<file path="config.mk">
export PLATFORM = sky130hd
export DESIGN_NAME = signal_debouncer
export DESIGN_NICKNAME = d
export VERILOG_FILES = /design/src/rtl/signal_debouncer.sv
export SDC_FILE = /design/constraint.sdc
export NUM_CORES = 1
export LEC_CHECK = 0
export ABC_AREA = 1
export ABC_CLOCK_PERIOD_IN_PS = 3520
export CORE_AREA = 2 2 39 41
export DETAILED_ROUTE_END_ITERATION = 10
export DIE_AREA = 0 0 41 43
export GPL_ROUTABILITY_DRIVEN = 0
export PLACE_DENSITY_LB_ADDON = 0.12
export REMOVE_ABC_BUFFERS = 1
export SLEW_MARGIN = 20
export SYNTH_ARGS = -nofsm -noshare
export SYNTH_HDL_FRONTEND = slang
export SYNTH_SLANG_ARGS = --single-unit
</file>
<file path="constraint.sdc">
create_clock -name clock -period 3.52 [get_ports clock]
set_clock_uncertainty 0.2 [all_clocks]
set_input_delay 0.528 -clock clock [delete_from_list [all_inputs] [get_ports clock]]
set_output_delay 0.528 -clock clock [all_outputs]
set_load 0.02 [all_outputs]
</file>
<file path="src/rtl/signal_debouncer.sv">
// Synchronises a raw one-bit input and accepts a new level only after it has held for STABLE_CYCLES sampled cycles.
// Latency: SYNC_STAGES + STABLE_CYCLES edges for a clean step; no backpressure, level in / level out.
module signal_debouncer #(
    parameter int unsigned STABLE_CYCLES = 16,
    parameter int unsigned SYNC_STAGES   = 2,
    parameter bit          RESET_VALUE   = 1'b0
) (
    input  logic clock,
    input  logic reset,
    input  logic signal,
    output logic debounced,
    output logic bouncing
);

    localparam int unsigned     CW   = $clog2(STABLE_CYCLES + 1);
    localparam logic [CW-1:0]   LAST = CW'(STABLE_CYCLES - 1);

    typedef enum logic {
        STABLE   = 1'b0,
        CHANGING = 1'b1
    } state_t;

    state_t        state, state_nxt;
    logic [CW-1:0] count, count_nxt;
    logic          level, level_nxt;
    logic          sampled;

    generate
        if (SYNC_STAGES == 0) begin : g_bypass
            assign sampled = signal;
        end else begin : g_sync
            logic [SYNC_STAGES-1:0] sync;

            always_ff @(posedge clock) begin
                if (reset) begin
                    sync <= {SYNC_STAGES{RESET_VALUE}};
                end else begin
                    sync[0] <= signal;
                    for (int i = 1; i < SYNC_STAGES; i++) begin
                        sync[i] <= sync[i-1];
                    end
                end
            end

            assign sampled = sync[SYNC_STAGES-1];
        end
    endgenerate

    always_ff @(posedge clock) begin
        if (reset) begin
            state <= STABLE;
            count <= '0;
            level <= RESET_VALUE;
        end else begin
            state <= state_nxt;
            count <= count_nxt;
            level <= level_nxt;
        end
    end

    // Any sample matching the current level cancels a pending change outright.
    always_comb begin
        state_nxt = state;
        count_nxt = count;
        level_nxt = level;
        if (sampled == level) begin
            state_nxt = STABLE;
            count_nxt = '0;
        end else if (count == LAST) begin
            state_nxt = STABLE;
            count_nxt = '0;
            level_nxt = sampled;
        end else begin
            state_nxt = CHANGING;
            count_nxt = count + CW'(1);
        end
    end

    always_comb begin
        debounced = level;
        bouncing  = (state == CHANGING);
    end

endmodule
</file>
==> results.md <==
- Outcome: completed
- Final wirelength: 529 µm
- Rows: 14
- Largest net degree at the start of global routing: 6
- Final worst slack: 1570 ps
- Yosys cell types: 12
- Tcrit/Tclk final: 55.3%
- Worst vdd ir: 247 µV
- Synth warn: 0
- Worst min-delay path category: flop to flop
- Drt pass-1 iters: 3
- P&R area growth vs syn: 24.4%
- Nets: 57
- Finished Cell Area: 440 µm²
- Share of layout cells above drive strength 1: 10.0%
- Vias per cell: 3.97
- Die height: 43 µm
- Die area: 0.00176 mm²
- Crit end category: output pin
- Cts bufs inserted: 3
- Critical path data arrival time: 1220 ps
- Synthesized area per cell: 8.43 µm²
- CTS sink cnt: 9
- Worst Setup Path Type: flop to output pin
- Unrepaired setup endpoints after global routing: false
- Yosys reg bits: 9
- Mapped Area: 354 µm²
- Critical path required time: 2790 ps
- Post-CTS Hold Fix Bufs: 0
- Core box area: 0.00138 mm²
- Critical path's top delay family: buffers and inverters
- Remaining Overflow, GRT: 0
- Wire per inst: 8.02 µm
- CTS Buffer Depth: 2
- Post-synthesis sequential area ratio: 50.9%
- # DRC: 0
- DP Area: 414 µm²
- Pwr Total: 0.190 mW
- Leak: 0.178 nW
- Ant. Diodes: 0
- TritonCTS clock tree: built
- Hold_sp: g_sync.sync[0]$_SDFF_PP0_
- Setup bufs post-CTS: 0
- Initial Util: 25.6%
- First-pass GRT wire length: 841 µm
- Final core utilization: 31.8%
- Final min period: 1950 ps
- Worst slack, placed: 1840 ps
- Max-slew violations: 0
- Reg2reg path depth: 7
- Reg-to-reg endpoint: count[3]$_SDFF_PP0_
- Buf+Inv Stages, Crit Path: 1
- R2R setup slack: 1970 ps
- Hold Path End: g_sync.sync[1]$_SDFF_PP0_
- H-tree levels: 1
- Startpoint types: flop
- Initial antenna violation count: 0
- Post-cts gate resize count: 0
- Reg clk slew, reported paths: 60 ps
- Setup violators final: 0
- Fmax: 514 MHz
- Worst path max stage delay: 610 ps
- Port bufs: 4
- Via count: 262
- Synthesized instance count: 42
- Cell taking the most area after synthesis: dfxtp_1
- Vias in the first global route: 217
- Max-cap violations: 0
- Setup TNS: 0 ps
- Worst Hold Depth: 2
- Commonest non-fill, non-tap cells in the layout: 9 x inv_1, 9 x nor2_1, 9 x dfxtp_1
- Post-DRT Antenna Nets: 0
- Synth top area share: 50.9%
- Die X: 41 µm
- Least-Margin Pin Slew: 209 ps
- Gr usage total: 7.55%
- Starting DRC count in detailed routing: 1
- Crit path cell chain: clkdlybuf4s50_1
- PD cells: 432 mW/mm²
- Highest-delay cell along the critical path: clkdlybuf4s50_1
- Slew headroom: 86.0%
- CP Max Fanout: 4
- Reg2reg start: count[0]$_SDFF_PP0_
- CTS Root Cell: clkbuf_4
- Final hold violation count: 0
- Main area contributors after synthesis: dfxtp_1 51%, ha_1 11%, inv_1 9.5%
- Worst skew pair latency: 250 ps
- Ports: 5
-- worst max path at each step --
stage	to	cells after the start	from
after detailed placement	debounced	1	debounced$_SDFFE_PP0P_
after global routing	debounced	1	debounced$_SDFFE_PP0P_
after global placement	debounced	1	debounced$_SDFFE_PP0P_
final	debounced	1	debounced$_SDFFE_PP0P_
after floorplan	count[2]$_SDFF_PP0_	7	count[0]$_SDFF_PP0_
after CTS	debounced	1	debounced$_SDFFE_PP0P_
-- routing by layer --
| metal | GRT usage, % | wire length, µm | vias to the layer above |
|---|---|---|---|
| met5 | 0 | 0 | - |
| met4 | 4.00 | 8 | 0 |
| met3 | 4.71 | 23 | 2 |
| met2 | 9.38 | 243 | 4 |
| met1 | 9.74 | 254 | 112 |
| li1 | - | - | 144 |
-- cells in the mapped netlist --
library cell,number
dfxtp_1,9
inv_1,9
nor2_1,9
nand2_1,4
ha_1,3
nand3_1,2
a21oi_1,1
nand2_2,1
nand4_1,1
nand4_2,1
o21ai_0,1
xnor2_1,1
-- flip-flops by register name, summed over array words and instances, names as in the netlist --
signal / count
count: 5
g_sync.sync: 2
bouncing: 1
debounced: 1
-- logic make-up (layout without fill, tap and decap cells) --
kind of cell               count (synthesis)  in the layout  synth area share [%]
and+or+nand+nor                           18             18                  23.7
DFF                                        9              9                  50.9
buffers and inverters                      9             17                  9.54
adders and majority gates                  3              3                  10.6
AOI/OAI and AO/OA                          2              2                  2.82
xor gates and xnor gates                   1              1                  2.47
-- power breakdown --
group | leakage (nW) | internal (mW) | switching [mW]
clock network | 0.0150 | 0.0436 | 0.0354
logic | 0.0898 | 0.00370 | 0.00331
registers | 0.0731 | 0.104 | 0.000739
total | 0.178 | 0.151 | 0.0394
-- per-stage QoR --
| step | cells | hold WS (ps) |
|---|---|---|
| floorplan | 42 | 188 |
| global placement | 62 | 206 |
| detailed placement | 62 | 203 |
| CTS | 66 | 213 |
| global route | 66 | 227 |
| finish | 66 | 207 |
-- final cells by class --
cell class,count,area (µm²)
repair buffers,4,40.0
clock buffers,4,26.3
fillers,151,943
inverters,9,33.8
multi-input cells,24,140
well taps,16,20.0
flip-flops and latches,9,180
Power figures use the tool's default switching activity.
